### src/rtl/des_3.sv
// des_3: iterative triple-DES (EDE), one shared round datapath, 48 rounds.
// Ports:
//   clk, reset (sync, active-high)
//   desIn[63:0], key1/key2/key3[55:0] (parity-stripped), decrypt, start
//   desOut[63:0] (registered result), done (one-cycle pulse)
//   busy (only when DES_3_BUSY_OUT_EN is defined)
module des_3 (
    input  logic        clk,
    input  logic        reset,
    input  logic [63:0] desIn,
    input  logic [55:0] key1,
    input  logic [55:0] key2,
    input  logic [55:0] key3,
    input  logic        decrypt,
    input  logic        start,
    output logic [63:0] desOut,
`ifdef DES_3_BUSY_OUT_EN
    output logic        busy,
`endif
    output logic        done
);

    localparam int IP_T [64] = '{
        58, 50, 42, 34, 26, 18, 10, 2, 60, 52, 44, 36, 28, 20, 12, 4,
        62, 54, 46, 38, 30, 22, 14, 6, 64, 56, 48, 40, 32, 24, 16, 8,
        57, 49, 41, 33, 25, 17, 9, 1, 59, 51, 43, 35, 27, 19, 11, 3,
        61, 53, 45, 37, 29, 21, 13, 5, 63, 55, 47, 39, 31, 23, 15, 7};
    localparam int PC1_T [56] = '{
        57, 49, 41, 33, 25, 17, 9, 1, 58, 50, 42, 34, 26, 18,
        10, 2, 59, 51, 43, 35, 27, 19, 11, 3, 60, 52, 44, 36,
        63, 55, 47, 39, 31, 23, 15, 7, 62, 54, 46, 38, 30, 22,
        14, 6, 61, 53, 45, 37, 29, 21, 13, 5, 28, 20, 12, 4};
    localparam int PC2_T [48] = '{
        14, 17, 11, 24, 1, 5, 3, 28, 15, 6, 21, 10,
        23, 19, 12, 4, 26, 8, 16, 7, 27, 20, 13, 2,
        41, 52, 31, 37, 47, 55, 30, 40, 51, 45, 33, 48,
        44, 49, 39, 56, 34, 53, 46, 42, 50, 36, 29, 32};
    localparam int P_T [32] = '{
        16, 7, 20, 21, 29, 12, 28, 17, 1, 15, 23, 26, 5, 18, 31, 10,
        2, 8, 24, 14, 32, 27, 3, 9, 19, 13, 30, 6, 22, 11, 4, 25};
    // Each entry: 64 nibbles, index = row*16 + col, first nibble at MSB.
    localparam logic [255:0] SBOX [8] = '{
        256'hE4D12FB83A6C59070F74E2D1A6CB953841E8D62BFC973A50FC8249175B3EA06D,
        256'hF18E6B34972DC05A3D47F28EC01A69B50E7BA4D158C6932FD8A13F42B67C05E9,
        256'hA09E63F51DC7B428D709346A285ECBF1D6498F30B12C5AE71AD069874FE3B52C,
        256'h7DE3069A1285BC4FD8B56F03472C1AE9A690CB7DF13E52843F06A1D8945BC72E,
        256'h2C417AB6853FD0E9EB2C47D150FA3986421BAD78F9C5630EB8C71E2D6F09A453,
        256'hC1AF92680D34E75BAF427C9561DE0B389EF528C3704A1DB6432C95FABE17608D,
        256'h4B2EF08D3C975A61D0B7491AE35C2F8614BDC37EAF6805926BD814A7950FE23C,
        256'hD2846FB1A93E50C71FD8A374C56B0E927B419CE206ADF35821E74A8DFC90356B};

    function automatic logic [63:0] ip(input logic [63:0] x);
        logic [63:0] y;
        for (int k = 0; k < 64; k++) y[63-k] = x[64-IP_T[k]];
        return y;
    endfunction

    // FP is the inverse of IP, so it is built from the same table.
    function automatic logic [63:0] fp(input logic [63:0] x);
        logic [63:0] y;
        for (int k = 0; k < 64; k++) y[64-IP_T[k]] = x[63-k];
        return y;
    endfunction

    // PC1 positions refer to the 64-bit key with a parity bit after
    // every 7 key bits; position p maps to stripped bit p - p/8.
    function automatic logic [55:0] pc1(input logic [55:0] k);
        logic [55:0] y;
        for (int i = 0; i < 56; i++)
            y[55-i] = k[56-(PC1_T[i] - PC1_T[i] / 8)];
        return y;
    endfunction

    function automatic logic [47:0] pc2(input logic [55:0] cd);
        logic [47:0] y;
        for (int i = 0; i < 48; i++) y[47-i] = cd[56-PC2_T[i]];
        return y;
    endfunction

    function automatic logic [27:0] rol(input logic [27:0] v, input logic two);
        return two ? {v[25:0], v[27:26]} : {v[26:0], v[27]};
    endfunction

    function automatic logic [27:0] ror(input logic [27:0] v, input logic two);
        return two ? {v[1:0], v[27:2]} : {v[0], v[27:1]};
    endfunction

    function automatic logic [31:0] feistel(input logic [31:0] r, input logic [47:0] k);
        logic [47:0] e;
        logic [31:0] so;
        logic [31:0] y;
        logic [5:0]  six;
        int          pos;
        int          idx;
        // E: each 6-bit group j takes R bits 4j..4j+5, wrapping 0->32, 33->1.
        for (int j = 0; j < 8; j++) begin
            for (int m = 0; m < 6; m++) begin
                pos = 4 * j + m;
                if (pos == 0) pos = 32;
                if (pos == 33) pos = 1;
                e[47-6*j-m] = r[32-pos];
            end
        end
        e = e ^ k;
        for (int s = 0; s < 8; s++) begin
            six = e[47-6*s -: 6];
            idx = int'({six[5], six[0], six[4:1]});
            so[31-4*s -: 4] = SBOX[s][255-4*idx -: 4];
        end
        for (int j = 0; j < 32; j++) y[31-j] = so[32-P_T[j]];
        return y;
    endfunction

    logic [31:0] l_q, l_d, r_q, r_d, f_out;
    logic [27:0] c_q, c_d, d_q, d_d;
    logic [55:0] k1_q, k2_q, k3_q, stage_key, cd_base;
    logic [47:0] subkey;
    logic [63:0] out_q, ip_in;
    logic [5:0]  cnt_q;
    logic [1:0]  stage;
    logic [3:0]  rnd;
    logic        busy_q, dec_q, done_q, stage_dec, one_step;

    assign stage     = cnt_q[5:4];
    assign rnd       = cnt_q[3:0];
    // Middle stage runs the opposite direction of the outer two.
    assign stage_dec = dec_q ^ (stage == 2'd1);
    assign one_step  = (rnd == 4'd1) || (rnd == 4'd8) || (rnd == 4'd15);
    assign ip_in     = ip(desIn);

    always_comb begin
        stage_key = k2_q;
        unique case (stage)
            2'd0:    stage_key = dec_q ? k3_q : k1_q;
            2'd2:    stage_key = dec_q ? k1_q : k3_q;
            default: stage_key = k2_q;
        endcase
    end

    always_comb begin
        // A fresh stage restarts C/D from its own key.
        cd_base = (rnd == 4'd0) ? pc1(stage_key) : {c_q, d_q};
        if (!stage_dec) begin
            c_d = rol(cd_base[55:28], !(one_step || rnd == 4'd0));
            d_d = rol(cd_base[27:0], !(one_step || rnd == 4'd0));
        end else if (rnd == 4'd0) begin
            // C16/D16 equal C0/D0, so K16 needs no rotation.
            c_d = cd_base[55:28];
            d_d = cd_base[27:0];
        end else begin
            c_d = ror(cd_base[55:28], !one_step);
            d_d = ror(cd_base[27:0], !one_step);
        end
        subkey = pc2({c_d, d_d});
        f_out  = feistel(r_q, subkey);
        // Last round of a stage keeps R16||L16 ordering; next stage's
        // IP(FP(x)) cancels, so this feeds straight into its round 1.
        if (rnd == 4'd15) begin
            l_d = l_q ^ f_out;
            r_d = r_q;
        end else begin
            l_d = r_q;
            r_d = l_q ^ f_out;
        end
    end

    always_ff @(posedge clk) begin
        if (reset) begin
            busy_q <= 1'b0;
            cnt_q  <= 6'd0;
            out_q  <= 64'd0;
            done_q <= 1'b0;
        end else begin
            done_q <= 1'b0;
            if (!busy_q) begin
                if (start) begin
                    busy_q <= 1'b1;
                    cnt_q  <= 6'd0;
                    l_q    <= ip_in[63:32];
                    r_q    <= ip_in[31:0];
                    k1_q   <= key1;
                    k2_q   <= key2;
                    k3_q   <= key3;
                    dec_q  <= decrypt;
                end
            end else begin
                l_q   <= l_d;
                r_q   <= r_d;
                c_q   <= c_d;
                d_q   <= d_d;
                cnt_q <= cnt_q + 6'd1;
                if (cnt_q == 6'd47) begin
                    busy_q <= 1'b0;
                    done_q <= 1'b1;
                    cnt_q  <= 6'd0;
                    out_q  <= fp({l_d, r_d});
                end
            end
        end
    end

    assign desOut = out_q;
    assign done   = done_q;
`ifdef DES_3_BUSY_OUT_EN
    assign busy   = busy_q;
`endif

endmodule

### config.mk
export PLATFORM = sky130hd
export DESIGN_NAME = des_3
export DESIGN_NICKNAME = d
export VERILOG_FILES = /design/src/rtl/des_3.sv
export SDC_FILE = /design/constraint.sdc
export NUM_CORES = 1
export LEC_CHECK = 0
export CAP_MARGIN = 20
export CELL_PAD_IN_SITES_DETAIL_PLACEMENT = 0
export CELL_PAD_IN_SITES_GLOBAL_PLACEMENT = 1
export CORE_UTILIZATION = 44
export DETAILED_ROUTE_END_ITERATION = 6
export GPL_TIMING_DRIVEN = 0
export PLACE_DENSITY = 0.84
export SETUP_SLACK_MARGIN = 0.05
export SLEW_MARGIN = 20
export SYNTH_ARGS = -nofsm -noshare
export SYNTH_HDL_FRONTEND = slang
export SYNTH_SLANG_ARGS = --single-unit
### constraint.sdc
create_clock -name clk -period 23.7 [get_ports clk]
set_input_delay 4.74 -clock clk [delete_from_list [all_inputs] [get_ports clk]]
set_output_delay 4.74 -clock clk [all_outputs]
set_load 0.01 [all_outputs]
==> results of run 1 <==
sequential cells by signal, summed over array words and instances (netlist names):
signal / flops
desOut: 64
k1_q: 56
k2_q: 56
k3_q: 56
l_q: 32
r_q: 32
c_q: 28
d_q: 28
cnt_q: 6
busy_q: 1
dec_q: 1
done: 1
worst max path at each step:
stage,start,end,slack (ps)
after floorplan,reset,dec_q,5350
after global placement,reset,k2_q[6],460
final,reset,k1_q[24],15970
after global routing,reset,k3_q[24],15920
after detailed placement,reset,k2_q[6],15500
after CTS,reset,k1_q[6],16070
tightest hold or removal path, cell delays in order (launching register included):
cell and delay, ps:
dfxtp_1 310, nand2_1 50, a21oi_1 50
layer usage:
metal  up-vias  wire (um)
met5         -         51
met3       334      14300
met4         4       6920
met2      1970      53600
met1     12800      48000
li1      11000          -
cell families after synthesis:
| logic type | Yosys count |
|---|---|
| AO/OA/AOI/OAI | 835 |
| adder cells (fa/ha/maj) | 50 |
| multiplexers | 109 |
| buffers and inverters | 304 |
| XOR/XNOR | 51 |
| flip-flops | 361 |
| AND/OR/NAND/NOR | 955 |
through the flow:
stage	hold WS [ps]	worst slack (ps)	cell area, um^2	util (%)	std cells
floorplan	481	5350	25300	-	2665
detailed placement	450	15500	29600	52.2	3744
finish	456	15970	30900	54.6	3824
global placement	446	461	29200	51.7	3721
global route	481	15920	30900	54.6	3822
CTS	460	16070	30900	54.6	3821
cell type report:
| type | count | area share (%) |
|---|---|---|
| inverters | 97 | 1.18 |
| flip-flops and latches | 361 | 32.7 |
| diodes | 3 | 0.0243 |
| repair buffers | 323 | 10.6 |
| plain buffers | 207 | 3.64 |
| well taps | 756 | 3.06 |
| clock inverters | 23 | 0.822 |
| clock buffers | 54 | 3.55 |
| multi-input cells | 2000 | 44.4 |
cells in the final DEF (no fill, tap or decap), types with 72 or more instances in the layout:
cell type / count
a21oi_1: 156
o21ai_0: 102
clkdlybuf4s50_1: 300
mux2i_1: 84
nor2_1: 224
nand2_1: 240
clkbuf_1: 108
nand3_1: 78
dfxtp_1: 72
edfxtp_1: 289
inv_1: 86
nor3_1: 111
synth_stat cells (59+ instances only):
| cell type | number | area (um^2) |
|---|---|---|
| nand3_1 | 78 | 390 |
| o21ai_0 | 103 | 515 |
| buf_2 | 59 | 295 |
| clkbuf_1 | 96 | 360 |
| nor3_1 | 111 | 556 |
| edfxtp_1 | 289 | 8680 |
| mux2i_1 | 84 | 841 |
| nand2_1 | 240 | 901 |
| dfxtp_1 | 72 | 1440 |
| a21oi_1 | 156 | 781 |
| nor2_1 | 226 | 848 |
| inv_1 | 86 | 323 |
power by group:
group	internal, W	total, W	switching [W]	leakage (nW)
logic	0.000287	0.000800	0.000513	7.21
clock network	0.000374	0.000665	0.000292	0.653
registers	0.000722	0.000756	0.0000339	3.28
total	0.00138	0.00222	0.000839	11.1
==> results.toml, run 1 <==
[cells_and_area]
area_delta_synth_final_pct = 22.2
multi_input_area_mm2 = 0.0137
drive_above_1_share_pct = 11.6
nets = 3317
fillers = 4979
register_area_mm2 = 0.0101

[yosys]
yosysSeqAreaShare_pct = 40.0
ys_warn_count = 0
synth_seq_cells = 361
synth_fp_nets = 2950
synthFlopType = "edfxtp_1"
yosys.area_share.simple_pct = 19.1
syn_area_per_cell_um2 = 9.49
synthMuxAreaShare_pct = 4.99
synth_top_family_by_area = "compound AO/OA/AOI/OAI gates"
synth_xor_area_share_pct = 2.36
synth_edf_count = 289
synth-async-reset-ratio_pct = 0
synth.distinct_cells = 133
synthCells = 2665
synth_compound_area_share_pct = 25.2
syn_area_mm2 = 0.0253
synth-adder-area-share_pct = 2.46

[global_routing]
antenna_found_initial = 3
use_met3_pct = 9.66
gr-total-overflow = 0
grt_usage_pct = 40.7
grt_pass1_vias = 24800
grt_use_met2_pct = 62.4
grt_pass1_wl_mm = 174
grtUsageMet1_pct = 54.0
grt_start_max_net_pins = 24
grt.busiest_layer = "met2"

[route]
num_vias = 26100
ant_nets = 0
totalWireLength_mm = 123
drt_iter0_drc = 3858
drt_pre_antenna_iters = 7
drc = 12
wl_per_cell_um = 32.1
drt-vias-per-instance = 6.82

[min_path]
hp-class = "register to register"
hold_end = "desOut[21]"
min_from = "desOut[21]"
worstHoldPathCells = 2

[floorplan]
core_mm2 = 0.0566
die_h_um = 242
fp.dieW_um = 242
io_pins = 301
start_util_pct = 44.7
rows = 87
die_area_mm2 = 0.0584

[power_and_ir_drop]
fin_total_pwr_w = 0.00222
ir_drop_mv = 0.0536
p_leak_nw = 11.1
p_per_area_mw_per_mm2 = 71.9

[sta]
finalSetupViolCount = 0
relSlewSlack_pct = 17.3
finalMaxSlewViolations = 0
worst_pin_slew_ps = 1240
min_period_ps = 7730
finalHoldViolations = 0
rsz0062_at_grt = "no"
setup_tns_ps = 0
finClkSkew_ps = 61.7
min_period_over_period_pct = 32.6
clock.fmax_mhz = 129

[setup_path]
reg2regPathDepth = 21
crit_arrival_ps = 8050
crit_required_ps = 24020
cp_max_fo = 12
worst_setup_path_start_kind = "input port"
slowest_stage = "clkdlybuf4s50_1"
timing.critical_path.cells = "clkdlybuf4s50_1 > clkbuf_1 > clkbuf_1 > nor3b_2 > buf_4 > buf_4 > buf_6 > buf_4 > buf_6 > buf_4 > buf_6 > buf_6"
worst-path-buf-inv = 11
cp_top_family = "buffers and inverters"
endpoint_kind = "register"
rrSetupSlack_ps = 16760
cp.depth = 12
r2r-start = "cnt_q[0]"
critPathKind = "input port to register"
cpPeakStageDelay_ps = 710
r2r_end = "l_q[2]"

[clocking]
cts.clk_slew.worst_paths_ps = 60
cts_resized = 0
ctsHoldBuffers = 0
postCtsSetupRepairBufs = 0
clock_latency_ps = 620
cts_root_buf = "clkbuf_16"
clock_path_buffers = 3
clock_sinks = 361
cts_buffers = 42
cts_tree = "yes"
cts.htree.levels = 2

[run_status]
outcome = "complete, but fails checks"
violations = "DRC"

[run]
max_cap_violations = 0

[place]
place_congestion = 1.04
io_buffers = 300
hpwl_mm = 94.9
No activity file was read; power rests on OpenSTA's default activity.
==> run 2, diff against run 1 <==
==> constraint.sdc (replaced) <==
create_clock -name clk -period 7.15 [get_ports clk]
set_input_delay 1.43 -clock clk [delete_from_list [all_inputs] [get_ports clk]]
set_output_delay 1.43 -clock clk [all_outputs]
set_load 0.01 [all_outputs]
==> results.toml, run 2 (synthesis gave the netlist of run 1 again) <==
[sta]
rsz0062_at_grt = "no"
min_period_over_period_pct = 98.4
finalHoldViolations = 0
worst_pin_slew_ps = 1250
relSlewSlack_pct = 16.0
whs_ps = 461
min_period_ps = 7030
finalSetupViolCount = 0
setup_ws_ps = 118
finalMaxSlewViolations = 0
clock.fmax_mhz = 142
finClkSkew_ps = 47.1

[cells_and_area]
nets = 3311
final_cell_count_no_fill = 3818
multi_input_area_mm2 = 0.0137
area_delta_synth_final_pct = 22.4
layout_commonest_cell = "clkdlybuf4s50_1"
fin_util_pct = 54.7
largest_reg_flops = 64
drive_above_1_share_pct = 11.6
stdcell_area_mm2 = 0.0309
register_area_mm2 = 0.0101
mostFrequentLayoutCells = "clkdlybuf4s50_1 (300), edfxtp_1 (289), nand2_1 (240)"
fillers = 5033

[run_status]
outcome = "complete, but fails checks"
violations = "DRC"

[clocking]
cts_buffers = 42
clock_latency_ps = 620
clock_sinks = 361
cts.clk_slew.worst_paths_ps = 60
cts_root_buf = "clkbuf_16"
clock_path_buffers = 3
cts.htree.levels = 2
ctsHoldBuffers = 0
cts_tree = "yes"

[setup_path]
crit_required_ps = 7470
rrSetupSlack_ps = 120
endpoint_kind = "register"
cp_top_family = "compound AO/OA/AOI/OAI gates"
worst-path-buf-inv = 6
slowest_stage = "a311oi_1"
timing.critical_path.cells = "inv_1 > ha_1 > buf_2 > nor3b_2 > buf_2 > buf_4 > buf_4 > nand3_1 > a311oi_1 > nor3_1 > nor2_1 > ha_1 > clkbuf_1 > o21ai_0 > a211oi_1 > o32ai_2 > mux2i_1 > o221ai_1"
critPathKind = "register to register"
cpPeakStageDelay_ps = 930
worst_setup_path_start_kind = "register"
crit_arrival_ps = 7350
cp_max_fo = 10

[route]
totalWireLength_mm = 121
wl_per_cell_um = 31.7
drc = 3
drt_iter0_drc = 3600
drt-vias-per-instance = 6.76
ant_nets = 0
drt_pre_antenna_iters = 7
num_vias = 25800

[power_and_ir_drop]
power_switching_w = 0.00277
p_clk_share_pct = 30.4
switching_share_pct = 37.5
p_leak_nw = 11.1
seq_power_share_pct = 33.9
p_per_area_mw_per_mm2 = 239
ir_drop_mv = 0.203
power.internal_w = 0.00461
p_comb_share_pct = 35.7

[place]
dp_slack_ps = 178
io_buffers = 300
place_congestion = 1.06
hpwl_mm = 93.6
placed_area_mm2 = 0.0295
placed_cells = 3737

[floorplan]
start_util_pct = 44.7
die_area_mm2 = 0.0584
die_h_um = 242
fp.dieW_um = 242
io_pins = 301
rows = 87
core_mm2 = 0.0566

[global_routing]
grt_pass1_wl_mm = 172
gr-total-overflow = 0
grt_usage_pct = 40.1
antenna_found_initial = 7
grt_start_max_net_pins = 27
grt_pass1_vias = 24200

[min_path]
hp-class = "register to register"

[run]
max_cap_violations = 0
-- run 2: changes by cell type in the layout (fill, tap and decap cells not counted), sizes merged --
cell | previous run | this run
clkinvlp | 2 | 5
diode | 3 | 6
inv | 98 | 96
buf | 134 | 127
clkinv | 16 | 13
-- run 2: worst register-to-register path: cells and delay by family, from the launching register on --
kind | cells | cell delay [ps]
flip-flops | 1 | 330
buffers and inverters | 6 | 1560
multiplexers | 1 | 290
AO/OA/AOI/OAI | 5 | 2320
adder cells (fa/ha/maj) | 2 | 580
AND/OR/NAND/NOR | 4 | 1660
-- run 2: worst paths after layout --
check	from	to	cells past startpoint
setup / recovery	cnt_q[1]	l_q[24]	18
hold / removal	desOut[7]	desOut[7]	2
setup reg to reg	cnt_q[1]	l_q[24]	18
hold reg to reg	desOut[7]	desOut[7]	2
-- run 2: power by group through the flow --
stage,clock [W],sequential [W],combinational (W)
2_1_floorplan,0,0.00249,0.00164
3_3_place_gp,0,0.00255,0.00250
3_5_place_dp,0,0.00254,0.00253
4_1_cts,0.00224,0.00249,0.00255
5_1_grt,0.00231,0.00250,0.00276
6_report,0.00224,0.00250,0.00264
-- run 2: per-stage QoR --
stage / total power, W / setup TNS (ps)
3_5_place_dp: 0.00507 / 0
5_1_grt: 0.00758 / 0
4_1_cts: 0.00728 / 0
6_report: 0.00739 / 0
2_1_floorplan: 0.00413 / 0
3_3_place_gp: 0.00505 / -390190
-- run 2: per-layer routing --
layer  vias up  wire, um  part of all wire, %  track usage, %
met4         4      7470                  6.2            21.4
met3       328     14300                   12            9.66
met2      1848     51600                   43            60.1
li1      11000         -                    -               -
met5         -        31                0.026               0
met1     12700     47600                   39            53.4
-- run 2: area by class of cell --
cell class	count	share of cell area, %
multi-input cells	2000	44.4
flip-flops and latches	361	32.7
repair buffers	317	10.5
plain buffers	207	3.63
clock buffers	53	3.63
well taps	756	3.06
inverters	97	1.18
clock inverters	21	0.898
diodes	6	0.0485
-- run 2: timing repair --
action | in CTS | in global routing
setup buffers | 0 | 0
setup endpoints to repair | 0 | 16
gates resized for setup | 0 | 1
